[src/rtl/seq_alu_pkg.sv]
// Shared types for seq_alu: operation encoding, flag bit positions, FSM states.
// SEQ_ALU_MUL_EN adds the multiply state.
package seq_alu_pkg;

  typedef enum logic [3:0] {
    OP_SELA = 4'd0,
    OP_SELB = 4'd1,
    OP_ADD  = 4'd2,
    OP_ADC  = 4'd3,
    OP_SUB  = 4'd4,
    OP_SBB  = 4'd5,
    OP_AND  = 4'd6,
    OP_OR   = 4'd7,
    OP_XOR  = 4'd8,
    OP_SHL  = 4'd9,
    OP_SHR  = 4'd10,
    OP_SAR  = 4'd11,
    OP_ROL  = 4'd12,
    OP_ROR  = 4'd13,
    OP_MUL  = 4'd14
  } alu_op_t;

  localparam int CF_IDX = 0;
  localparam int PF_IDX = 2;
  localparam int AF_IDX = 4;
  localparam int ZF_IDX = 6;
  localparam int SF_IDX = 7;
  localparam int OF_IDX = 11;

`ifdef SEQ_ALU_MUL_EN
  typedef enum logic [1:0] {ST_IDLE, ST_SHIFT, ST_MUL} state_t;
`else
  typedef enum logic [1:0] {ST_IDLE, ST_SHIFT} state_t;
`endif

  function automatic logic is_rotate_op(input alu_op_t op);
    return (op == OP_ROL) || (op == OP_ROR);
  endfunction

endpackage

[src/rtl/seq_alu_shifter.sv]
// One-bit shift/rotate step with the carry-out and the single-step overflow bit.
// Byte mode confines the step to bits [7:0] and zeroes the upper bits.
module seq_alu_shifter
  import seq_alu_pkg::*;
#(
  parameter int WIDTH = 16
) (
  input  alu_op_t            op_i,
  input  logic               is_8_bit_i,
  input  logic [WIDTH-1:0]   data_i,
  output logic [WIDTH-1:0]   data_o,
  output logic               cf_o,
  output logic               of_o
);

  logic [7:0]       b_in;
  logic [7:0]       b_res;
  logic [WIDTH-1:0] w_res;
  logic             b_cf;
  logic             w_cf;
  logic             msb_in;
  logic             r_msb;
  logic             r_msb1;

  always_comb begin
    b_in  = data_i[7:0];
    b_res = b_in;
    w_res = data_i;
    b_cf  = 1'b0;
    w_cf  = 1'b0;
    case (op_i)
      OP_SHL: begin
        b_res = {b_in[6:0], 1'b0};
        b_cf  = b_in[7];
        w_res = {data_i[WIDTH-2:0], 1'b0};
        w_cf  = data_i[WIDTH-1];
      end
      OP_SHR: begin
        b_res = {1'b0, b_in[7:1]};
        b_cf  = b_in[0];
        w_res = {1'b0, data_i[WIDTH-1:1]};
        w_cf  = data_i[0];
      end
      OP_SAR: begin
        b_res = {b_in[7], b_in[7:1]};
        b_cf  = b_in[0];
        w_res = {data_i[WIDTH-1], data_i[WIDTH-1:1]};
        w_cf  = data_i[0];
      end
      OP_ROL: begin
        b_res = {b_in[6:0], b_in[7]};
        b_cf  = b_in[7];
        w_res = {data_i[WIDTH-2:0], data_i[WIDTH-1]};
        w_cf  = data_i[WIDTH-1];
      end
      OP_ROR: begin
        b_res = {b_in[0], b_in[7:1]};
        b_cf  = b_in[0];
        w_res = {data_i[0], data_i[WIDTH-1:1]};
        w_cf  = data_i[0];
      end
      default: ;
    endcase

    data_o = is_8_bit_i ? {{(WIDTH-8){1'b0}}, b_res} : w_res;
    cf_o   = is_8_bit_i ? b_cf : w_cf;
    msb_in = is_8_bit_i ? b_in[7] : data_i[WIDTH-1];
    r_msb  = is_8_bit_i ? b_res[7] : w_res[WIDTH-1];
    r_msb1 = is_8_bit_i ? b_res[6] : w_res[WIDTH-2];

    // OF is only architecturally meaningful for a single-bit step.
    of_o = 1'b0;
    case (op_i)
      OP_SHL, OP_ROL: of_o = r_msb ^ cf_o;
      OP_SHR:         of_o = msb_in;
      OP_ROR:         of_o = r_msb ^ r_msb1;
      default:        of_o = 1'b0;
    endcase
  end

endmodule

[src/rtl/seq_alu.sv]
// Sequential x86-style ALU: single-cycle arithmetic/logic, bit-serial shifts and
// (with SEQ_ALU_MUL_EN defined) a bit-serial unsigned shift-add multiplier.
module seq_alu
  import seq_alu_pkg::*;
#(
  parameter int WIDTH    = 16,
  parameter int CNT_BITS = 5
) (
  input  logic              clk,
  input  logic              reset,
  input  logic              start,
  input  alu_op_t           op,
  input  logic              is_8_bit,
  input  logic [WIDTH-1:0]  a,
  input  logic [WIDTH-1:0]  b,
  input  logic [15:0]       flags_in,
  output logic              busy,
  output logic              done,
  output logic [WIDTH-1:0]  out,
  output logic [WIDTH-1:0]  out_hi,
  output logic [15:0]       flags_out,
  output state_t            state_dbg
);

  localparam int MUL_CW = $clog2(WIDTH + 1);
  localparam int CW     = (CNT_BITS > MUL_CW) ? CNT_BITS : MUL_CW;

  // Handshake: start is taken on a rising edge where busy=0 (state IDLE);
  // busy covers the iteration cycles, done pulses once with results that
  // stay held until the next accepted start.
  state_t           state_q, state_d;
  logic [CW-1:0]    cnt_q, cnt_d;
  alu_op_t          op_q, op_d;
  logic             is8_q, is8_d;
  logic [WIDTH-1:0] data_q, data_d;
  logic [15:0]      fin_q, fin_d;
  logic [WIDTH-1:0] out_q, out_d;
  logic [WIDTH-1:0] out_hi_q, out_hi_d;
  logic [15:0]      flags_q, flags_d;
  logic             done_q, done_d;

  logic [WIDTH-1:0]  am, bm;
  logic              cin;
  logic [WIDTH:0]    sum_w, dif_w;
  logic [CNT_BITS-1:0] cnt_in;

  logic             in_shift;
  alu_op_t          sh_op;
  logic             sh_is8;
  logic [WIDTH-1:0] sh_din, sh_dout;
  logic             sh_cf, sh_of;

  logic [WIDTH-1:0] res1;
  logic [15:0]      f1;
  logic [15:0]      fs;
  logic             iter;

`ifdef SEQ_ALU_MUL_EN
  logic [2*WIDTH-1:0] prod_q, prod_d;
  logic [WIDTH-1:0]   mplier_q, mplier_d;
  logic [WIDTH-1:0]   mcand_q, mcand_d;
  logic [2*WIDTH-1:0] p_src, p_step;
  logic [WIDTH-1:0]   m_src, mc_src;
  logic               in_mul;
  logic               hi_nz;
`endif

  function automatic logic [WIDTH-1:0] mask_w(input logic [WIDTH-1:0] v, input logic is8);
    return is8 ? {{(WIDTH-8){1'b0}}, v[7:0]} : v;
  endfunction

  function automatic logic msb_of(input logic [WIDTH-1:0] v, input logic is8);
    return is8 ? v[7] : v[WIDTH-1];
  endfunction

  function automatic logic [15:0] set_pzs(input logic [15:0] f, input logic [WIDTH-1:0] r,
                                          input logic is8);
    logic [15:0] g;
    g         = f;
    g[PF_IDX] = ~^r[7:0];
    g[ZF_IDX] = is8 ? (r[7:0] == 8'h00) : (r == '0);
    g[SF_IDX] = is8 ? r[7] : r[WIDTH-1];
    return g;
  endfunction

  assign am     = mask_w(a, is_8_bit);
  assign bm     = mask_w(b, is_8_bit);
  assign cin    = flags_in[CF_IDX] & ((op == OP_ADC) || (op == OP_SBB));
  assign sum_w  = {1'b0, am} + {1'b0, bm} + {{WIDTH{1'b0}}, cin};
  assign dif_w  = {1'b0, am} - {1'b0, bm} - {{WIDTH{1'b0}}, cin};
  assign cnt_in = b[CNT_BITS-1:0];

  // The shifter serves the first step at accept time and every later step.
  assign in_shift = (state_q == ST_SHIFT);
  assign sh_op    = in_shift ? op_q : op;
  assign sh_is8   = in_shift ? is8_q : is_8_bit;
  assign sh_din   = in_shift ? data_q : a;

  seq_alu_shifter #(.WIDTH(WIDTH)) u_shifter (
    .op_i       (sh_op),
    .is_8_bit_i (sh_is8),
    .data_i     (sh_din),
    .data_o     (sh_dout),
    .cf_o       (sh_cf),
    .of_o       (sh_of)
  );

`ifdef SEQ_ALU_MUL_EN
  // MSB-first shift-add: prod = 2*prod + bit*mcand, first step taken at accept.
  assign in_mul = (state_q == ST_MUL);
  assign m_src  = in_mul ? mplier_q : (is_8_bit ? {a[7:0], {(WIDTH-8){1'b0}}} : a);
  assign p_src  = in_mul ? prod_q : '0;
  assign mc_src = in_mul ? mcand_q : bm;
  assign p_step = (p_src << 1) + (m_src[WIDTH-1] ? {{WIDTH{1'b0}}, mc_src} : '0);
  assign hi_nz  = is8_q ? (|p_step[15:8]) : (|p_step[2*WIDTH-1:WIDTH]);
`endif

  always_comb begin
    state_d  = state_q;
    cnt_d    = cnt_q;
    op_d     = op_q;
    is8_d    = is8_q;
    data_d   = data_q;
    fin_d    = fin_q;
    out_d    = out_q;
    out_hi_d = out_hi_q;
    flags_d  = flags_q;
    done_d   = 1'b0;
    res1     = am;
    f1       = flags_in;
    fs       = fin_q;
    iter     = 1'b0;
`ifdef SEQ_ALU_MUL_EN
    prod_d   = prod_q;
    mplier_d = mplier_q;
    mcand_d  = mcand_q;
`endif

    case (state_q)
      ST_IDLE: begin
        if (start) begin
          op_d  = op;
          is8_d = is_8_bit;
          fin_d = flags_in;
          case (op)
            OP_SELA: res1 = am;
            OP_SELB: res1 = bm;
            OP_ADD, OP_ADC: begin
              res1      = mask_w(sum_w[WIDTH-1:0], is_8_bit);
              f1[CF_IDX] = is_8_bit ? sum_w[8] : sum_w[WIDTH];
              f1[OF_IDX] = (msb_of(am, is_8_bit) == msb_of(bm, is_8_bit)) &&
                           (msb_of(res1, is_8_bit) != msb_of(am, is_8_bit));
              f1[AF_IDX] = am[4] ^ bm[4] ^ res1[4];
              f1        = set_pzs(f1, res1, is_8_bit);
            end
            OP_SUB, OP_SBB: begin
              res1      = mask_w(dif_w[WIDTH-1:0], is_8_bit);
              f1[CF_IDX] = is_8_bit ? dif_w[8] : dif_w[WIDTH];
              f1[OF_IDX] = (msb_of(am, is_8_bit) != msb_of(bm, is_8_bit)) &&
                           (msb_of(res1, is_8_bit) != msb_of(am, is_8_bit));
              f1[AF_IDX] = am[4] ^ bm[4] ^ res1[4];
              f1        = set_pzs(f1, res1, is_8_bit);
            end
            OP_AND, OP_OR, OP_XOR: begin
              if (op == OP_AND)     res1 = am & bm;
              else if (op == OP_OR) res1 = am | bm;
              else                  res1 = am ^ bm;
              f1[CF_IDX] = 1'b0;
              f1[OF_IDX] = 1'b0;
              f1        = set_pzs(f1, res1, is_8_bit);
            end
            OP_SHL, OP_SHR, OP_SAR, OP_ROL, OP_ROR: begin
              if (cnt_in == CNT_BITS'(1)) begin
                res1      = sh_dout;
                f1[CF_IDX] = sh_cf;
                f1[OF_IDX] = sh_of;
                if (!is_rotate_op(op)) f1 = set_pzs(f1, res1, is_8_bit);
              end else if (cnt_in != '0) begin
                iter    = 1'b1;
                state_d = ST_SHIFT;
                data_d  = sh_dout;
                cnt_d   = CW'(cnt_in) - CW'(1);
              end
            end
`ifdef SEQ_ALU_MUL_EN
            OP_MUL: begin
              iter     = 1'b1;
              state_d  = ST_MUL;
              prod_d   = p_step;
              mplier_d = m_src << 1;
              mcand_d  = bm;
              cnt_d    = is_8_bit ? CW'(7) : CW'(WIDTH - 1);
            end
`endif
            default: ;
          endcase
          if (!iter) begin
            out_d    = res1;
            out_hi_d = '0;
            flags_d  = f1;
            done_d   = 1'b1;
          end
        end
      end

      ST_SHIFT: begin
        data_d = sh_dout;
        cnt_d  = cnt_q - CW'(1);
        if (cnt_q == CW'(1)) begin
          state_d    = ST_IDLE;
          done_d     = 1'b1;
          out_d      = sh_dout;
          out_hi_d   = '0;
          fs[CF_IDX] = sh_cf;
          if (!is_rotate_op(op_q)) fs = set_pzs(fs, sh_dout, is8_q);
          flags_d    = fs;
        end
      end

`ifdef SEQ_ALU_MUL_EN
      ST_MUL: begin
        prod_d   = p_step;
        mplier_d = mplier_q << 1;
        cnt_d    = cnt_q - CW'(1);
        if (cnt_q == CW'(1)) begin
          state_d    = ST_IDLE;
          done_d     = 1'b1;
          out_d      = p_step[WIDTH-1:0];
          out_hi_d   = is8_q ? '0 : p_step[2*WIDTH-1:WIDTH];
          fs[CF_IDX] = hi_nz;
          fs[OF_IDX] = hi_nz;
          fs         = set_pzs(fs, p_step[WIDTH-1:0], is8_q);
          flags_d    = fs;
        end
      end
`endif

      default: state_d = ST_IDLE;
    endcase
  end

  always_ff @(posedge clk) begin
    if (reset) begin
      state_q  <= ST_IDLE;
      cnt_q    <= '0;
      op_q     <= OP_SELA;
      is8_q    <= 1'b0;
      data_q   <= '0;
      fin_q    <= '0;
      out_q    <= '0;
      out_hi_q <= '0;
      flags_q  <= '0;
      done_q   <= 1'b0;
`ifdef SEQ_ALU_MUL_EN
      prod_q   <= '0;
      mplier_q <= '0;
      mcand_q  <= '0;
`endif
    end else begin
      state_q  <= state_d;
      cnt_q    <= cnt_d;
      op_q     <= op_d;
      is8_q    <= is8_d;
      data_q   <= data_d;
      fin_q    <= fin_d;
      out_q    <= out_d;
      out_hi_q <= out_hi_d;
      flags_q  <= flags_d;
      done_q   <= done_d;
`ifdef SEQ_ALU_MUL_EN
      prod_q   <= prod_d;
      mplier_q <= mplier_d;
      mcand_q  <= mcand_d;
`endif
    end
  end

  assign busy      = (state_q != ST_IDLE);
  assign done      = done_q;
  assign out       = out_q;
  assign out_hi    = out_hi_q;
  assign flags_out = flags_q;
  assign state_dbg = state_q;

endmodule

[config.mk]
export PLATFORM = sky130hd
export DESIGN_NAME = seq_alu
export DESIGN_NICKNAME = d
export VERILOG_FILES = /design/src/rtl/seq_alu_pkg.sv /design/src/rtl/seq_alu_shifter.sv /design/src/rtl/seq_alu.sv
export SDC_FILE = /design/constraint.sdc
export NUM_CORES = 1
export LEC_CHECK = 0
export CAP_MARGIN = 20
export CELL_PAD_IN_SITES_DETAIL_PLACEMENT = 1
export CELL_PAD_IN_SITES_GLOBAL_PLACEMENT = 2
export CORE_MARGIN = 5
export CORE_UTILIZATION = 35
export DETAILED_ROUTE_END_ITERATION = 12
export PLACE_DENSITY_LB_ADDON = 0.1
export REMOVE_ABC_BUFFERS = 1
export SLEW_MARGIN = 20
export SYNTH_ARGS = -nofsm -noshare
export SYNTH_HDL_FRONTEND = slang
export SYNTH_SLANG_ARGS = --single-unit
[constraint.sdc]
create_clock -name clk -period 7.9 [get_ports clk]
set_input_delay 1.58 -clock clk [delete_from_list [all_inputs] [get_ports clk]]
set_output_delay 1.58 -clock clk [all_outputs]
set_load 0.005 [all_outputs]
==> results of run 1 <==
## synthesized netlist by cell type (12+ instances only)
cell	instances
nor2_1	125
nand2_1	121
a21oi_1	102
ha_1	82
dfxtp_1	75
inv_1	71
o21ai_0	56
a211oi_1	52
clkbuf_1	50
mux2i_1	34
xnor2_1	30
buf_4	19
nand3_1	17
nor3_1	17
o221ai_1	17
xor2_1	15
a21o_1	14
nand2b_1	12
o22ai_1	12
## final cells by class
class | count | area (um2)
Timing Repair Buffer | 109 | 1040
Multi-Input combinational cell | 911 | 6110
Sequential cell | 75 | 1510
Clock inverter | 6 | 56.3
Tap cell | 319 | 399
Fill cell | 2913 | 13700
Inverter | 72 | 270
Clock buffer | 10 | 239
## cells by family after synthesis
kind of cell / Yosys count / synth area share
buf+inv: 158 / 0.0860
other cells: 1 / 0.000454
fa+ha+maj: 86 / 0.134
flops: 75 / 0.182
compound gates: 361 / 0.299
mux: 41 / 0.0508
xor+xnor: 45 / 0.0478
simple gates: 361 / 0.200
## state kept, by name (all words and copies together), names as in the netlist
signal	cells
done	1
state_dbg	1
flags_out	16
fin_q	15
is8_q	1
op_q	4
data_q	16
out	16
cnt_q	5
## path summary, 6_finish.rpt
| kind | start | to | cells after the start |
|---|---|---|---|
| setup / recovery | op[2] | flags_out[2] | 22 |
| hold / removal | fin_q[5] | fin_q[5] | 2 |
| setup reg to reg | state_dbg[0] | flags_out[2] | 13 |
| hold reg to reg | fin_q[5] | fin_q[5] | 2 |
## per-layer routing
layer | vias up | global-route usage | routed length [um]
met5 | - | 0 | 0
met4 | 0 | 0.0587 | 692
met3 | 36 | 0.0358 | 1770
met2 | 272 | 0.410 | 15300
met1 | 4150 | 0.340 | 15900
li1 | 4160 | - | -
## cells in the final DEF (no fill, tap or decap), drive strengths merged, types with 11 or more instances in the layout
| master | netlist | layout |
|---|---|---|
| nand4 | 11 | 11 |
| o22ai | 12 | 12 |
| nor3 | 17 | 17 |
| nor2 | 126 | 126 |
| xor2 | 15 | 15 |
| inv | 71 | 75 |
| a21o | 14 | 14 |
| conb | 1 | 17 |
| a211oi | 54 | 54 |
| nand2 | 122 | 122 |
| nand2b | 12 | 12 |
| ha | 82 | 82 |
| xnor2 | 30 | 30 |
| buf | 36 | 20 |
| dfxtp | 75 | 75 |
| o221ai | 17 | 17 |
| nand3 | 17 | 17 |
| mux2i | 34 | 34 |
| o21ai | 59 | 59 |
| a21oi | 102 | 102 |
| clkdlybuf4s50 | 0 | 89 |
## per-stage QoR
| step | hold WS (ns) | util | cell area, um2 | setup slack, ns | cells |
|---|---|---|---|---|---|
| 2_1_floorplan | 0.427 | - | 7870 | 2.65 | 1058 |
| 3_3_place_gp | 0.441 | 0.399 | 9320 | 1.58 | 1486 |
| 3_5_place_dp | 0.450 | 0.400 | 9320 | 1.49 | 1486 |
| 4_1_cts | 0.460 | 0.412 | 9620 | 1.85 | 1502 |
| 5_1_grt | 0.486 | 0.412 | 9620 | 1.48 | 1502 |
| 6_report | 0.457 | 0.412 | 9620 | 1.86 | 1502 |
## power by group through the flow
stage / Combinational (mW) / Clock [mW] / Sequential [mW]
after floorplan: 0.463 / 0 / 0.444
after global placement: 0.728 / 0 / 0.448
after detailed placement: 0.732 / 0 / 0.449
after CTS: 0.736 / 0.434 / 0.440
after global routing: 0.806 / 0.447 / 0.446
final: 0.739 / 0.420 / 0.441
## worst reg2reg max path, delay by kind of cell, from the launching register on
family,cells,cell delay (ns)
flops,1,0.82
mux,1,0.43
fa+ha+maj,1,0.36
buf+inv,1,0.50
compound gates,5,1.50
xor+xnor,2,0.40
simple gates,3,0.41
==> metrics.yaml, run 1 <==
seqPwrFrac: 0.275
crit_path_end_kind: "flop"
cts_buffers: 9
yosysSeqAreaShare: 0.182
leakage_nw: 3.83
p_total_mw: 1.60
max_freq_mhz: 166
row_count: 56
swShare: 0.411
synth_top_area_frac: 0.182
dr.pass1.iters: 5
grt_pass1_vias: 8790
cap_violations: 0
worstMarginPinSlew_ns: 0.898
place_congestion: 0.892
r2r_slack_ns: 3.40
grt_usage: 0.247
syn_area_um2: 8250
syn_inst: 1128
ys_warn_count: 0
fin_nets: 1320
post-cts-setup-buffers: 0
drtIter0Drc: 630
switchingPower_mw: 0.658
finalHoldViolCount: 0
wl_per_cell_um: 22.4
synth-edff-count: 0
hpwlAfterDp_mm: 26.2
start_kind: "primary input"
synth.area.top_cells: "dfxtp_1, ha_1, a21oi_1"
critical_path_class: "in -> reg"
clk_latency_ns: 0.34
critPathBufInv: 4
grt-ovfl-total: 0
initial_utilization: 0.354
core_area_um2: 23300
slowest_stage: "clkdlybuf4s50_1"
vias: 8618
worst-endpoint-arrival_ns: 6.24
outcome: "completed"
async_flop_share: 0
internal-power_mw: 0.942
hp-class: "reg -> reg"
layout-drive-gt1-share: 0.0592
cts_hold_buffers: 0
crit_family: "compound AO/OA/AOI/OAI gates"
cp.required_ns: 8.10
yosys.cell_types.count: 85
clockBufferDepth: 2
ys_seq_elements: 75
slowest_delay_ns: 0.72
tns_ns: 0
clock-skew-final_ns: 0.0117
setup_viol: 0
grt_pass1_wl_mm: 51.7
synth_largest_area_cell: "dfxtp_1"
io_pins: 108
drv_slew: 0
cts_resized: 0
clkTransAtPathRegs_ns: 0.07
ant_nets: 0
cts_sinks: 75
portBuffers: 90
finalCritPeriodShare: 0.765
antenna_cells: 0
rsz0062_at_grt: "no"
h-tree-depth: 3
cp_max_fo: 14
grt_antenna_before_repair: 0
drc: 0
power.density_nw_per_um2: 166
viasPerCell: 5.74
slew_headroom: 0.397
die_h_um: 164
clkPwrFrac: 0.263
crit_chain: "clkdlybuf4s50_1 > nand2b_1 > nand2b_1 > buf_4 > a21o_1 > inv_1 > fa_1 > a211oi_1 > o21bai_1 > a2111oi_0 > or3_1 > xnor2_1 > inv_1 > ha_1 > xor2_1 > xnor2_1 > o22ai_1 > a21oi_1 > and3_1 > a211oi_1 > a21oi_1 > nor2_1"
dieArea_um2: 26700
syn_to_final_growth_pct: 16.6
dieWidth_um: 164
share_comb_of_total_power: 0.462
tritoncts: "done"
synth_ff_type: "dfxtp_1"
vdd_drop_max_mv: 0.106
avgSynthCellArea_um2: 7.32
min_period_ns: 6.04
drt_wl_total_mm: 33.6
grt_max_degree: 73
cts-root-buf: "clkbuf_16"
Power figures use the tool's default switching activity.
==> run 2: changes to the inputs <==
- CORE_UTILIZATION: 35 -> 29
- clock period: 7.9 -> 5.5 ns (I/O delays scaled with it)
==> run 2 against run 1 <==
Effect of this change: hold slack gained 0.00086 ns; sequential share of layout area decreased by 0.71 points; design area increased by 4.8%; combinational power increased by 52%; power is 49% higher; non-clock buffer count is 49 higher; first-iteration DRC count is 15% lower; largest power group unchanged.
==> metrics.yaml, run 2 (synthesis gave the netlist of run 1 again) <==
tritoncts: "done"  # unchanged
crit_path_end_kind: "flop"  # unchanged
grt_pass1_wl_mm: 55.7  # was 51.7 mm
cp_max_fo: 5  # was 14
initial_utilization: 0.295  # was 0.354
setup_viol: 0  # unchanged
grt_antenna_before_repair: 0  # unchanged
cts_resized: 0  # unchanged
critical_path_class: "in -> reg"  # unchanged
grt-ovfl-total: 0  # unchanged
vdd_drop_max_mv: 0.135  # was 0.106 mV
viasPerCell: 5.51  # was 5.74
die_h_um: 179  # was 164 um
wl_per_cell_um: 23.0  # was 22.4 um
cp.required_ns: 5.76  # was 8.10 ns
outcome: "completed"  # unchanged
dieArea_um2: 31900  # was 26700 um2
fin_nets: 1369  # was 1320
place_congestion: 0.856  # was 0.892
start_kind: "primary input"  # unchanged
syn_to_final_growth_pct: 22.1  # was 16.6%
clock-skew-final_ns: 0.00908  # was 0.0117 ns
rsz0062_at_grt: "no"  # unchanged
layout-drive-gt1-share: 0.0966  # was 0.0592
max_freq_mhz: 195
grt_max_degree: 64  # was 73
cts_sinks: 75  # unchanged
core_area_um2: 27900  # was 23300 um2
nFillCells: 3468  # was 2913
ant_nets: 0  # unchanged
grt_pass1_vias: 8964  # was 8790
cts_buffers: 9  # unchanged
h-tree-depth: 3  # unchanged
final_common_cell: "nor2_1"  # unchanged
antenna_cells: 0  # unchanged
hp-class: "reg -> reg"  # unchanged
post-cts-setup-buffers: 0  # unchanged
hpwlAfterDp_mm: 29.1  # was 26.2 mm
clkTransAtPathRegs_ns: 0.07  # about the same
leakage_nw: 4.07  # was 3.83 nW
tns_ns: 0  # unchanged
clk_latency_ns: 0.35  # was 0.34 ns
worstMarginPinSlew_ns: 0.954  # was 0.898 ns
drc: 0  # unchanged
dieWidth_um: 179  # was 164 um
finalHoldViolCount: 0  # unchanged
grt_usage: 0.228  # was 0.247
vias: 8879  # was 8618
slew_headroom: 0.363  # was 0.397
cts-root-buf: "clkbuf_16"  # unchanged
min_period_ns: 5.14
dr.pass1.iters: 6  # was 5
row_count: 61  # was 56
worst-endpoint-arrival_ns: 5.40  # was 6.24 ns
power.density_nw_per_um2: 236  # was 166 nW/um2
cap_violations: 0  # unchanged
drtIter0Drc: 533  # was 630
drv_slew: 0  # unchanged
io_pins: 108  # unchanged
final_cell_mix: "nor2_1, nand2_1, a21oi_1"  # unchanged
p_total_mw: 2.38  # was 1.60 mW
portBuffers: 90  # unchanged
clockBufferDepth: 2  # unchanged
cts_hold_buffers: 0  # unchanged
drt_wl_total_mm: 37.0  # was 33.6 mm
finalCritPeriodShare: 0.935
[run 2: path summary, 6_finish.rpt]
check,startpoint,depth (start not counted),slack (ns),to
min reg2reg,fin_q[13],2,0.46,fin_q[13]
min,fin_q[13],2,0.46,fin_q[13]
max,op[1],19,0.36,flags_out[6]
max reg2reg,state_dbg[0],12,1.27,flags_out[6]
[run 2: power by group]
part | switching [mW] | internal (mW) | leakage, nW | total [mW]
Combinational | 0.650 | 0.475 | 3.30 | 1.12
Clock | 0.295 | 0.324 | 0.149 | 0.619
Sequential | 0.0430 | 0.592 | 0.618 | 0.635
Total | 0.988 | 1.39 | 4.07 | 2.38
[run 2: per-stage QoR]
stage | util | cells | setup WS [ns] | hold WS (ns) | area, um2
2_1_floorplan | - | 1058 | 0.731 | 0.427 | 7870
3_3_place_gp | 0.350 | 1594 | 0.123 | 0.441 | 9780
3_5_place_dp | 0.350 | 1594 | 0.0312 | 0.450 | 9780
4_1_cts | 0.361 | 1610 | 0.380 | 0.460 | 10100
5_1_grt | 0.361 | 1610 | 0.0245 | 0.476 | 10100
6_report | 0.361 | 1610 | 0.360 | 0.458 | 10100
[run 2: layer usage]
layer  share of wire  GRT usage  routed length, um
met1            0.47      0.313              17500
met2            0.46      0.375              16900
met3           0.043     0.0323               1600
met4           0.028     0.0614               1020
met5               0          0                  0
[run 2: final cells by class]
cell class	count	area, um2	share of cell area
Multi-Input combinational cell	911	6110	0.606
Sequential cell	75	1510	0.149
Timing Repair Buffer	158	1420	0.141
Tap cell	378	473	0.0469
Inverter	72	270	0.0268
Clock buffer	9	225	0.0224
Clock inverter	7	73.8	0.00733
[run 2: critical path: stages]
cell and delay (ns):
clkdlybuf4s50_1 0.53, nand2b_1 0.14, nand2b_1 0.25, a21o_1 0.21, inv_1 0.06, fa_1 0.42
fa_1 0.43, nand3_1 0.16, nand2_1 0.09, a21o_1 0.19, a21oi_1 0.16, xor2_1 0.23
ha_1 0.18, nand4_1 0.18, nor4_1 0.30, nand4b_1 0.12, o21ai_0 0.24, nand4b_1 0.14
a311oi_1 0.26
==> run 3: changes to the inputs <==
- CTS_CLUSTER_SIZE: default -> 12
==> results of run 3 <==
Same layout as run 2: the final DEF is identical, and so are final timing and power.
